**src/rtl/twi_pkg.sv**
```systemverilog
// Shared types and bus constants for the TWI target.
// State encoding plus the ACK/NACK and R/W bit meanings on the wire.
package twi_pkg;

    typedef enum logic [2:0] {
        IDLE,
        ADDR,
        ADDR_ACK,
        WR_DATA,
        WR_ACK,
        RD_DATA,
        RD_ACK,
        IGNORE
    } twi_state_t;

    localparam logic TWI_ACK     = 1'b0;
    localparam logic TWI_NACK    = 1'b1;
    localparam logic TWI_RW_READ = 1'b1;

endpackage

```
**src/rtl/twi_slave_logic_if.sv**
```systemverilog
// Bus lines and local byte interface of the TWI target.
// The slave modport is the target's view; master is the bus/local-side view.
interface twi_slave_logic_if;
    logic       iScl;
    logic       iSda;
    logic       oSda;
    logic       iEnable;
    logic       iRxAck;
    logic [7:0] oRxData;
    logic       oRxValid;
    logic       oRxFirst;
    logic [7:0] iTxData;
    logic       oTxReq;
    logic       oNackRx;
    logic       oStopSeen;
    logic       oBusy;
    logic       oAddrMatch;

    modport slave (
        input  iScl, iSda, iEnable, iRxAck, iTxData,
        output oSda, oRxData, oRxValid, oRxFirst, oTxReq, oNackRx,
               oStopSeen, oBusy, oAddrMatch
    );

    modport master (
        output iScl, iSda, iEnable, iRxAck, iTxData,
        input  oSda, oRxData, oRxValid, oRxFirst, oTxReq, oNackRx,
               oStopSeen, oBusy, oAddrMatch
    );
endinterface

```
**src/rtl/twi_line_filter.sv**
```systemverilog
// Synchronizer + glitch filter + edge pulses for one bus line.
// Latency SYNC_STAGES+FILTER_LEN clocks to the filtered level; no backpressure.
module twi_line_filter #(
    parameter int SYNC_STAGES = 2,
    parameter int FILTER_LEN  = 3
) (
    input  logic clk,
    input  logic rst_n,
    input  logic din,
    output logic level,
    output logic rise,
    output logic fall
);
    localparam int CW = $clog2(FILTER_LEN + 1);
    localparam logic [CW-1:0] LAST = CW'(FILTER_LEN - 1);

    logic [SYNC_STAGES-1:0] sync;
    logic [CW-1:0]          cnt;
    logic                   filt;
    logic                   filt_d;
    logic                   samp;

    assign samp = sync[SYNC_STAGES-1];

    // Idle bus level is high, so everything resets to 1 and no edge fires on release.
    always_ff @(posedge clk or negedge rst_n) begin
        if (!rst_n) begin
            sync   <= '1;
            cnt    <= '0;
            filt   <= 1'b1;
            filt_d <= 1'b1;
        end else begin
            sync   <= (sync << 1) | SYNC_STAGES'(din);
            filt_d <= filt;
            if (samp != filt) begin
                if (cnt == LAST) begin
                    filt <= samp;
                    cnt  <= '0;
                end else begin
                    cnt <= cnt + CW'(1);
                end
            end else begin
                cnt <= '0;
            end
        end
    end

    assign level = filt;
    assign rise  = filt & ~filt_d;
    assign fall  = ~filt & filt_d;
endmodule

```
**src/rtl/twi_slave_logic.sv**
```systemverilog
// 7-bit-address TWI target: filtered SCL/SDA, open-drain SDA drive, byte-wide local side.
// Reacts SYNC_STAGES+FILTER_LEN+1 clocks after a bus edge; no clock stretching, local side must keep up.
module twi_slave_logic
    import twi_pkg::*;
#(
    parameter logic [6:0] SLAVE_ADDR  = 7'h50,
    parameter int         SYNC_STAGES = 2,
    parameter int         FILTER_LEN  = 3
) (
    input logic              iPlbClk,
    input logic              iPlbResetN,
    twi_slave_logic_if.slave bus
);
    logic scl_lvl, scl_rise, scl_fall;
    logic sda_lvl, sda_rise, sda_fall;

    twi_line_filter #(.SYNC_STAGES(SYNC_STAGES), .FILTER_LEN(FILTER_LEN)) u_scl (
        .clk(iPlbClk), .rst_n(iPlbResetN), .din(bus.iScl),
        .level(scl_lvl), .rise(scl_rise), .fall(scl_fall)
    );

    twi_line_filter #(.SYNC_STAGES(SYNC_STAGES), .FILTER_LEN(FILTER_LEN)) u_sda (
        .clk(iPlbClk), .rst_n(iPlbResetN), .din(bus.iSda),
        .level(sda_lvl), .rise(sda_rise), .fall(sda_fall)
    );

    twi_state_t state;
    logic [2:0] bit_cnt;
    logic [7:0] shift;
    logic [7:0] tx_shift;
    logic       rw;
    logic       armed;
    logic       byte_done;
    logic       sda_q;
    logic [7:0] rx_data_q;
    logic       rx_valid_q, rx_first_q, tx_req_q, nack_q, stop_q, busy_q, match_q;

    logic start_det, stop_det, addr_hit;

    assign start_det = sda_fall & scl_lvl;
    assign stop_det  = sda_rise & scl_lvl;
    // shift still holds the seven address bits when the R/W bit arrives; general call never matches.
    assign addr_hit  = (shift[6:0] == SLAVE_ADDR) && (SLAVE_ADDR != 7'd0);

    always_ff @(posedge iPlbClk or negedge iPlbResetN) begin
        if (!iPlbResetN) begin
            state      <= IDLE;
            bit_cnt    <= 3'd7;
            shift      <= '0;
            tx_shift   <= '0;
            rw         <= 1'b0;
            armed      <= 1'b0;
            byte_done  <= 1'b0;
            sda_q      <= 1'b1;
            rx_data_q  <= '0;
            rx_valid_q <= 1'b0;
            rx_first_q <= 1'b0;
            tx_req_q   <= 1'b0;
            nack_q     <= 1'b0;
            stop_q     <= 1'b0;
            busy_q     <= 1'b0;
            match_q    <= 1'b0;
        end else begin
            rx_valid_q <= 1'b0;
            rx_first_q <= 1'b0;
            tx_req_q   <= 1'b0;
            nack_q     <= 1'b0;
            stop_q     <= 1'b0;
            if (!bus.iEnable) begin
                state     <= IDLE;
                sda_q     <= 1'b1;
                busy_q    <= 1'b0;
                match_q   <= 1'b0;
                byte_done <= 1'b0;
            end else if (start_det) begin
                state     <= ADDR;
                bit_cnt   <= 3'd7;
                busy_q    <= 1'b1;
                match_q   <= 1'b0;
                sda_q     <= 1'b1;
                armed     <= 1'b0;
                byte_done <= 1'b0;
            end else if (stop_det) begin
                state     <= IDLE;
                sda_q     <= 1'b1;
                busy_q    <= 1'b0;
                stop_q    <= match_q;
                match_q   <= 1'b0;
                byte_done <= 1'b0;
            end else begin
                case (state)
                    IDLE: ;
                    ADDR: begin
                        if (scl_rise && !byte_done) begin
                            shift <= {shift[6:0], sda_lvl};
                            if (bit_cnt != 3'd0) begin
                                bit_cnt <= bit_cnt - 3'd1;
                            end else if (addr_hit) begin
                                rw        <= sda_lvl;
                                match_q   <= 1'b1;
                                byte_done <= 1'b1;
                            end else begin
                                state <= IGNORE;
                            end
                        end else if (scl_fall && byte_done) begin
                            state     <= ADDR_ACK;
                            sda_q     <= TWI_ACK;
                            byte_done <= 1'b0;
                        end
                    end
                    ADDR_ACK: begin
                        if (scl_fall) begin
                            bit_cnt <= 3'd7;
                            if (rw == TWI_RW_READ) begin
                                tx_shift <= bus.iTxData;
                                tx_req_q <= 1'b1;
                                sda_q    <= bus.iTxData[7];
                                state    <= RD_DATA;
                            end else begin
                                sda_q <= 1'b1;
                                armed <= 1'b1;
                                state <= WR_DATA;
                            end
                        end
                    end
                    WR_DATA: begin
                        if (scl_rise && !byte_done) begin
                            shift <= {shift[6:0], sda_lvl};
                            if (bit_cnt != 3'd0) begin
                                bit_cnt <= bit_cnt - 3'd1;
                            end else begin
                                byte_done  <= 1'b1;
                                rx_data_q  <= {shift[6:0], sda_lvl};
                                rx_valid_q <= 1'b1;
                                rx_first_q <= armed;
                                armed      <= 1'b0;
                            end
                        end else if (scl_fall && byte_done) begin
                            sda_q     <= ~bus.iRxAck;
                            byte_done <= 1'b0;
                            state     <= WR_ACK;
                        end
                    end
                    WR_ACK: begin
                        if (scl_fall) begin
                            sda_q   <= 1'b1;
                            bit_cnt <= 3'd7;
                            state   <= WR_DATA;
                        end
                    end
                    RD_DATA: begin
                        if (scl_fall) begin
                            if (bit_cnt == 3'd0) begin
                                sda_q     <= 1'b1;
                                byte_done <= 1'b0;
                                state     <= RD_ACK;
                            end else begin
                                sda_q    <= tx_shift[6];
                                tx_shift <= {tx_shift[6:0], 1'b0};
                                bit_cnt  <= bit_cnt - 3'd1;
                            end
                        end
                    end
                    RD_ACK: begin
                        // byte_done here records that the master acknowledged.
                        if (scl_rise && !byte_done) begin
                            if (sda_lvl == TWI_ACK) begin
                                byte_done <= 1'b1;
                            end else begin
                                nack_q <= 1'b1;
                                state  <= IGNORE;
                            end
                        end else if (scl_fall && byte_done) begin
                            byte_done <= 1'b0;
                            tx_shift  <= bus.iTxData;
                            tx_req_q  <= 1'b1;
                            sda_q     <= bus.iTxData[7];
                            bit_cnt   <= 3'd7;
                            state     <= RD_DATA;
                        end
                    end
                    IGNORE: sda_q <= 1'b1;
                    default: state <= IDLE;
                endcase
            end
        end
    end

    assign bus.oSda       = sda_q;
    assign bus.oRxData    = rx_data_q;
    assign bus.oRxValid   = rx_valid_q;
    assign bus.oRxFirst   = rx_first_q;
    assign bus.oTxReq     = tx_req_q;
    assign bus.oNackRx    = nack_q;
    assign bus.oStopSeen  = stop_q;
    assign bus.oBusy      = busy_q;
    assign bus.oAddrMatch = match_q;
endmodule

```
**src/flat_wrapper.sv**
```systemverilog
// flat-port wrapper written by rule: the top's interface ports become plain ports
module twi_slave_logic_flat import twi_pkg::*;
#(
    parameter logic [6:0] SLAVE_ADDR  = 7'h50,
    parameter int         SYNC_STAGES = 2,
    parameter int         FILTER_LEN  = 3
)
  (iPlbClk, iPlbResetN, bus_iScl, bus_iSda, bus_iEnable, bus_iRxAck, bus_iTxData, bus_oSda, bus_oRxData, bus_oRxValid, bus_oRxFirst, bus_oTxReq, bus_oNackRx, bus_oStopSeen, bus_oBusy, bus_oAddrMatch);
  twi_slave_logic_if bus_i ();
  input logic iPlbClk;
  input logic iPlbResetN;
  input wire logic [$bits(bus_i.iScl)-1:0] bus_iScl;
  input wire logic [$bits(bus_i.iSda)-1:0] bus_iSda;
  input wire logic [$bits(bus_i.iEnable)-1:0] bus_iEnable;
  input wire logic [$bits(bus_i.iRxAck)-1:0] bus_iRxAck;
  input wire logic [$bits(bus_i.iTxData)-1:0] bus_iTxData;
  output wire logic [$bits(bus_i.oSda)-1:0] bus_oSda;
  output wire logic [$bits(bus_i.oRxData)-1:0] bus_oRxData;
  output wire logic [$bits(bus_i.oRxValid)-1:0] bus_oRxValid;
  output wire logic [$bits(bus_i.oRxFirst)-1:0] bus_oRxFirst;
  output wire logic [$bits(bus_i.oTxReq)-1:0] bus_oTxReq;
  output wire logic [$bits(bus_i.oNackRx)-1:0] bus_oNackRx;
  output wire logic [$bits(bus_i.oStopSeen)-1:0] bus_oStopSeen;
  output wire logic [$bits(bus_i.oBusy)-1:0] bus_oBusy;
  output wire logic [$bits(bus_i.oAddrMatch)-1:0] bus_oAddrMatch;
  assign bus_i.iScl = bus_iScl;
  assign bus_i.iSda = bus_iSda;
  assign bus_i.iEnable = bus_iEnable;
  assign bus_i.iRxAck = bus_iRxAck;
  assign bus_i.iTxData = bus_iTxData;
  assign bus_oSda = bus_i.oSda;
  assign bus_oRxData = bus_i.oRxData;
  assign bus_oRxValid = bus_i.oRxValid;
  assign bus_oRxFirst = bus_i.oRxFirst;
  assign bus_oTxReq = bus_i.oTxReq;
  assign bus_oNackRx = bus_i.oNackRx;
  assign bus_oStopSeen = bus_i.oStopSeen;
  assign bus_oBusy = bus_i.oBusy;
  assign bus_oAddrMatch = bus_i.oAddrMatch;
  twi_slave_logic #(.SLAVE_ADDR(SLAVE_ADDR), .SYNC_STAGES(SYNC_STAGES), .FILTER_LEN(FILTER_LEN)) u_core (.iPlbClk(iPlbClk), .iPlbResetN(iPlbResetN), .bus(bus_i));
endmodule
```
**config.mk**
```make
export PLATFORM = sky130hd
export DESIGN_NAME = twi_slave_logic_flat
export DESIGN_NICKNAME = d
export VERILOG_FILES = /design/src/rtl/twi_pkg.sv /design/src/rtl/twi_slave_logic_if.sv /design/src/rtl/twi_line_filter.sv /design/src/rtl/twi_slave_logic.sv /design/src/flat_wrapper.sv
export SDC_FILE = /design/constraint.sdc
export NUM_CORES = 1
export LEC_CHECK = 0
export CAP_MARGIN = 20
export CELL_PAD_IN_SITES_DETAIL_PLACEMENT = 1
export CELL_PAD_IN_SITES_GLOBAL_PLACEMENT = 2
export CORE_MARGIN = 2
export CORE_UTILIZATION = 37
export DETAILED_ROUTE_END_ITERATION = 10
export PLACE_DENSITY_LB_ADDON = 0.1
export SYNTH_ARGS = -nofsm -noshare
export SYNTH_HDL_FRONTEND = slang
export SYNTH_SLANG_ARGS = --single-unit
export TNS_END_PERCENT = 50
```
**constraint.sdc**
```tcl
create_clock -name iPlbClk -period 2.4 [get_ports iPlbClk]
set_input_delay 0.24 -clock iPlbClk [delete_from_list [all_inputs] [get_ports iPlbClk]]
set_output_delay 0.24 -clock iPlbClk [all_outputs]
set_load 0.005 [all_outputs]
```
# Yosys cells after proc, flatten, opt, wreduce, memory -nomap -nowiden

Cells that the tools add are included.

Register bits: 51
Bits of input ports: 14
Output and inout port bits: 16
Word-level logic and storage cells: 233

$add $sub $neg: 3
Equal/unequal tests: 56
Multiplexer cells: 112
Bitwise gates (word level): 16
Reduce and logical (&&, ||, !) cells: 22

Operator list:

| kind                  | count |
|---|---|
| $mux W3               | 26 |
| $mux W1               | 69 |
| $mux W7               | 6 |
| $ne A5 B2 Y1 const B  | 7 |
| $ne A6 B4 Y1 const B  | 5 |
| $reduce_and A10 Y1    | 3 |
| $ne A3 B1 Y1 const B  | 8 |
| $pmux W7 S3           | 1 |
| $reduce_and A7 Y1     | 3 |
| $pmux W3 S6           | 1 |
| $ne A5 B3 Y1 const B  | 3 |
| $eq A3 B3 Y1 const B  | 4 |
| $ne A4 B1 Y1 const B  | 3 |
| $ne A6 B2 Y1 const B  | 2 |
| $pmux W3 S4           | 1 |
| $reduce_and A12 Y1    | 1 |
| $ne A10 B1 Y1 const B | 1 |
| $ne A2 B1 Y1 const B  | 5 |
| $ne A3 B2 Y1 const B  | 3 |
| $ne A9 B1 Y1 const B  | 1 |
| $reduce_bool A3 Y1    | 3 |
| $mux W2               | 4 |
| $not A1 Y1            | 8 |
| $eq A7 B7 Y1 const B  | 1 |
| 25 further kinds      | 40 |

# Depth between registers and ports, before layout

Word-level depth: 9
Gate-level depth with buffers: 8
Gate-level depth less buffers: 7

# Modules after synthesis

Synthesis repeated with hierarchy kept, for this count alone.

Cells, all modules: 254
Area, all modules: 2632.5 um^2

By module, submodules not included:

| module          | times used | cells an instance | area each (um^2) | sequential area each (um^2) |
|---|---|---|---|---|
| twi_slave_logic | 1          | 228               | 2184.6           | 980.9 |
| twi_line_filter | 2          | 13                | 224.0            | 155.1 |

# Least setup slack after synthesis

No wires, ideal clock.

Path kind: register -> register
Start: register u_core.bit_cnt[0]
End: register u_core.tx_shift[1]
Library setup time: 125 ps
Arrival time: 2038 ps
Data required time: 2275 ps
Slack: 238 ps
Cell stages (with the launch flop): 9
Buffers on the path: 1
Clock period less this slack: 2162 ps
Cells stage by stage: dfstp_2 > inv_1 > ha_1 > nor2b_1 > clkbuf_2 > nor2_1 > o32ai_1 > nor3_2 > mux2_2

Longest elaborated chain between the ends: 3

Ends and longest elaborated chain:

| what                                | line                   | RTL |
|---|---|---|
| start, declared                     | twi_slave_logic.sv:28  | `logic [2:0] bit_cnt;` |
| start signal, assigned              | twi_slave_logic.sv:97  | `bit_cnt <= bit_cnt - 3'd1;` |
| start signal, assigned              | twi_slave_logic.sv:130 | `bit_cnt <= bit_cnt - 3'd1;` |
| start signal, assigned              | twi_slave_logic.sv:160 | `bit_cnt <= bit_cnt - 3'd1;` |
| $logic_not A3 Y1                    | twi_slave_logic.sv:153 | `if (bit_cnt == 3'd0) begin` |
| $ne A2 B2 Y1 (no source line)       | --                     |  |
| $reduce_and A10 Y1 (no source line) | --                     |  |
| end signal, assigned                | twi_slave_logic.sv:115 | `tx_shift <= bus.iTxData;` |
| end signal, assigned                | twi_slave_logic.sv:159 | `tx_shift <= {tx_shift[6:0], 1'b0};` |
| end signal, assigned                | twi_slave_logic.sv:175 | `tx_shift <= bus.iTxData;` |
| end, declared                       | twi_slave_logic.sv:30  | `logic [7:0] tx_shift;` |

Every way passes these cells.
A chain may end at the register's enable or synchronous reset.

# Final worst setup path

Start: register u_core.bit_cnt[0]
End: register u_core.tx_shift[2]

Same word-level chain as after synthesis.

==> out/metrics.csv <==
metric,value,unit
"Min Clock Period, post-route",2.20,ns
number of nets in the finished design,307,
core area,7140,sq um
top-count cell post-synth,dfrtp_1,
die area,7970,sq um
"flops & latches, synth",51,
maximum fanout along the worst path,7,
antenna diode count,0,
outcome,finished clean,
post-synth cell types,64,
Worst Setup SP,u_core.bit_cnt[0],
warnings from Yosys,0,
register area share after synthesis,48.0,%
final core utilization,46.7,%
global-route wire length before repair,11400,um
FMAX,0.454,GHz
share of async-settable or async-resettable flops after synthesis,100,%
layout overhead on the synthesized area,23.8,%
Root Buffer Master,clkbuf_8,
number of standard cells after synthesis,243,
mean post-synth cell area,11.1,sq um
TritonCTS clock tree,yes,
kind of path behind the tightest hold check,primary input to async pin,
required time worst endpoint,2.60,ns
power per cell area,1000,nW/um^2
half-perimeter wire length after detailed placement,4990,um
worst slack at placement,0.0515,ns
Synth area leader,dfrtp_1,
commonest register cell after synthesis,dfrtp_1,
count of buffers from port buffering,29,
Peak supply drop,362,uV
number of endpoints with negative hold slack in the final report,0,
critical path startpoint category,register,
worst-skew pair later-pin latency,0.31,ns
depth of the worst register-to-register path,7,
relative slew slack,58.0,%
final WL,6690,um
effective utilization at floorplan,37.7,%
fraction of final layout cells with drive strength greater than 1,29.8,%
dominant cells by area after synthesis,"dfrtp_1 (36%), dfstp_2 (12%), mux2_2 (11%), nand2_1 (1.8%), o21ai_0 (1.7%)",
number of clock sinks,51,
cell row count,31,
nature of the critical path endpoint,register,
number of slew-limit violations in the final report,0,
Tot GR Track Use,18.9,%
worst endpoint data arrival time,2.40,ns
Mapped Nets,259,
Ports,30,
Clock Skews,0.00932,ns
DRT Pass-1 Iters,4,
post-route DRC violation count,0,
minimum setup slack among reg-to-reg paths,0.20,ns
Setup Viol. Count Final,0,
Longest Clk Path Bufs,2,
Least-Margin Pin Slew,0.629,ns
commonest cells in the netlist,"dfrtp_1 (39), mux2_2 (27), nand2_1 (13)",
H-tree depth,2,
setup slack after layout,0.197,ns
RSZ-0062 raised after global routing,false,
detailed-route via count,2077,
crit share post-route,91.8,%
combined area of all synthesized cells,2690,sq um
number of antenna violations at the first check in global routing,0,
number of violations reported at the end of detailed-routing iteration 0,76,
post-detailed-route count of antenna-violating nets,0,
Final TNS setup,0,ns
# Post-CTS Setup Buffers,0,
hold slack final,0.0226,ns
Tot Pwr,3340,uW
"EDFF count, synth",0,
global-route congestion overflow total,0,
Synth top area share,36.3,%
end of the worst register-to-register path,u_core.tx_shift[2],
r2r startpoint,u_core.bit_cnt[0],
Die Span Y,89.3,um
number of global-route vias before repair,2145,
mean number of vias per cell,5.31,
clock slew seen by the registers of the worst setup and hold paths,0.11,ns
number of CTS-inserted buffers,5,
class of the most critical setup path,register to register,
RePlAce Congestion,0.874,
standby leakage power,0.00144,uW
average wire length per cell after detail routing,17.1,um
maximum capacitance violations,0,
die width,89.3,um
maximum number of pins on one net before global-route repair,52,
[how the worst max path moves through the flow]
stage	to
2_1_floorplan	u_core.tx_shift[1]
3_3_place_gp	u_core.tx_shift[6]
3_5_place_dp	u_core.tx_shift[2]
4_1_cts	u_core.tx_shift[2]
5_1_grt	u_core.bit_cnt[2]
6_report	u_core.tx_shift[2]
[layout make-up]
cell class,count,area (sq um)
flip-flops and latches,51,1290
clock buffers,5,68.8
clock inverters,3,27.5
well taps,99,124
inverters,9,33.8
multi-input cells,167,1290
fillers,822,3810
repair buffers,57,495
[stage by stage]
step	cells	instance area (sq um)
3_3_place_gp	383	3220
5_1_grt	391	3330
6_report	391	3330
4_1_cts	391	3310
3_5_place_dp	383	3220
2_1_floorplan	243	2690
[flip-flops by register name, summed over array words and instances, names as in the netlist, 2 cells and up]
register,flops
u_core.bit_cnt,3
u_core.bus.oRxData,8
u_core.shift,7
u_core.state,3
u_core.tx_shift,7
u_core.u_scl.cnt,2
u_core.u_scl.sync,2
u_core.u_sda.cnt,2
u_core.u_sda.sync,2
[routing by layer]
metal | track usage (%) | up-vias | part of all wire (%)
met5 | 0 | - | 0
met4 | 4.21 | 0 | 0.52
met3 | 3.14 | 2 | 3.1
met2 | 29.8 | 41 | 48
met1 | 27.4 | 1046 | 48
li1 | - | 988 | -
[where the power goes]
group          internal (uW)  leakage, uW  switching, uW  total, uW
Combinational            704     0.000747            806       1510
Clock                    217    0.0000467            314        531
Sequential              1100     0.000647            201       1300
[cell usage in the layout, fill, tap and decap left out, types with 3 or more instances in the layout]
cell type,instances
nand2b_1,5
dfstp_2,12
mux2_2,27
a211oi_1,3
clkdlybuf4s50_1,28
nor3_1,8
nand3b_1,6
buf_4,28
a221oi_1,3
o32a_1,3
inv_1,8
nor2_1,9
xnor2_1,4
dfrtp_1,39
o21ai_0,9
mux2_1,3
nor3b_1,3
a21oi_1,7
clkbuf_8,5
and2_1,3
o22ai_1,4
nor2b_1,3
a31oi_1,3
nand2_1,13
nand3_1,5
[kinds of logic after synthesis]
logic type                 share of synthesized area [%]
adders and majority gates                           1.30
buffers and inverters                               4.65
muxes                                               13.3
DFF                                                 48.0
AOI/OAI and AO/OA                                   14.0
and+or+nand+nor                                     17.1
xor gates and xnor gates                            1.63
[repair_timing]
| action | 4_1_cts | 5_1_grt |
|---|---|---|
| resized for setup | 0 | 3 |
| setup endpoints to repair | 0 | 7 |
| hold endpoints to repair | 0 | 0 |
| hold buffers | 0 | 0 |
[critical path: stages, from the launching register on]
cell     delay (ns)
dfstp_2        0.55
inv_1          0.06
ha_1           0.18
nor2b_2        0.19
nor2_1         0.18
o32ai_2        0.15
nor3_4         0.40
mux2_2         0.38
No activity file was read; power rests on OpenSTA's default activity.
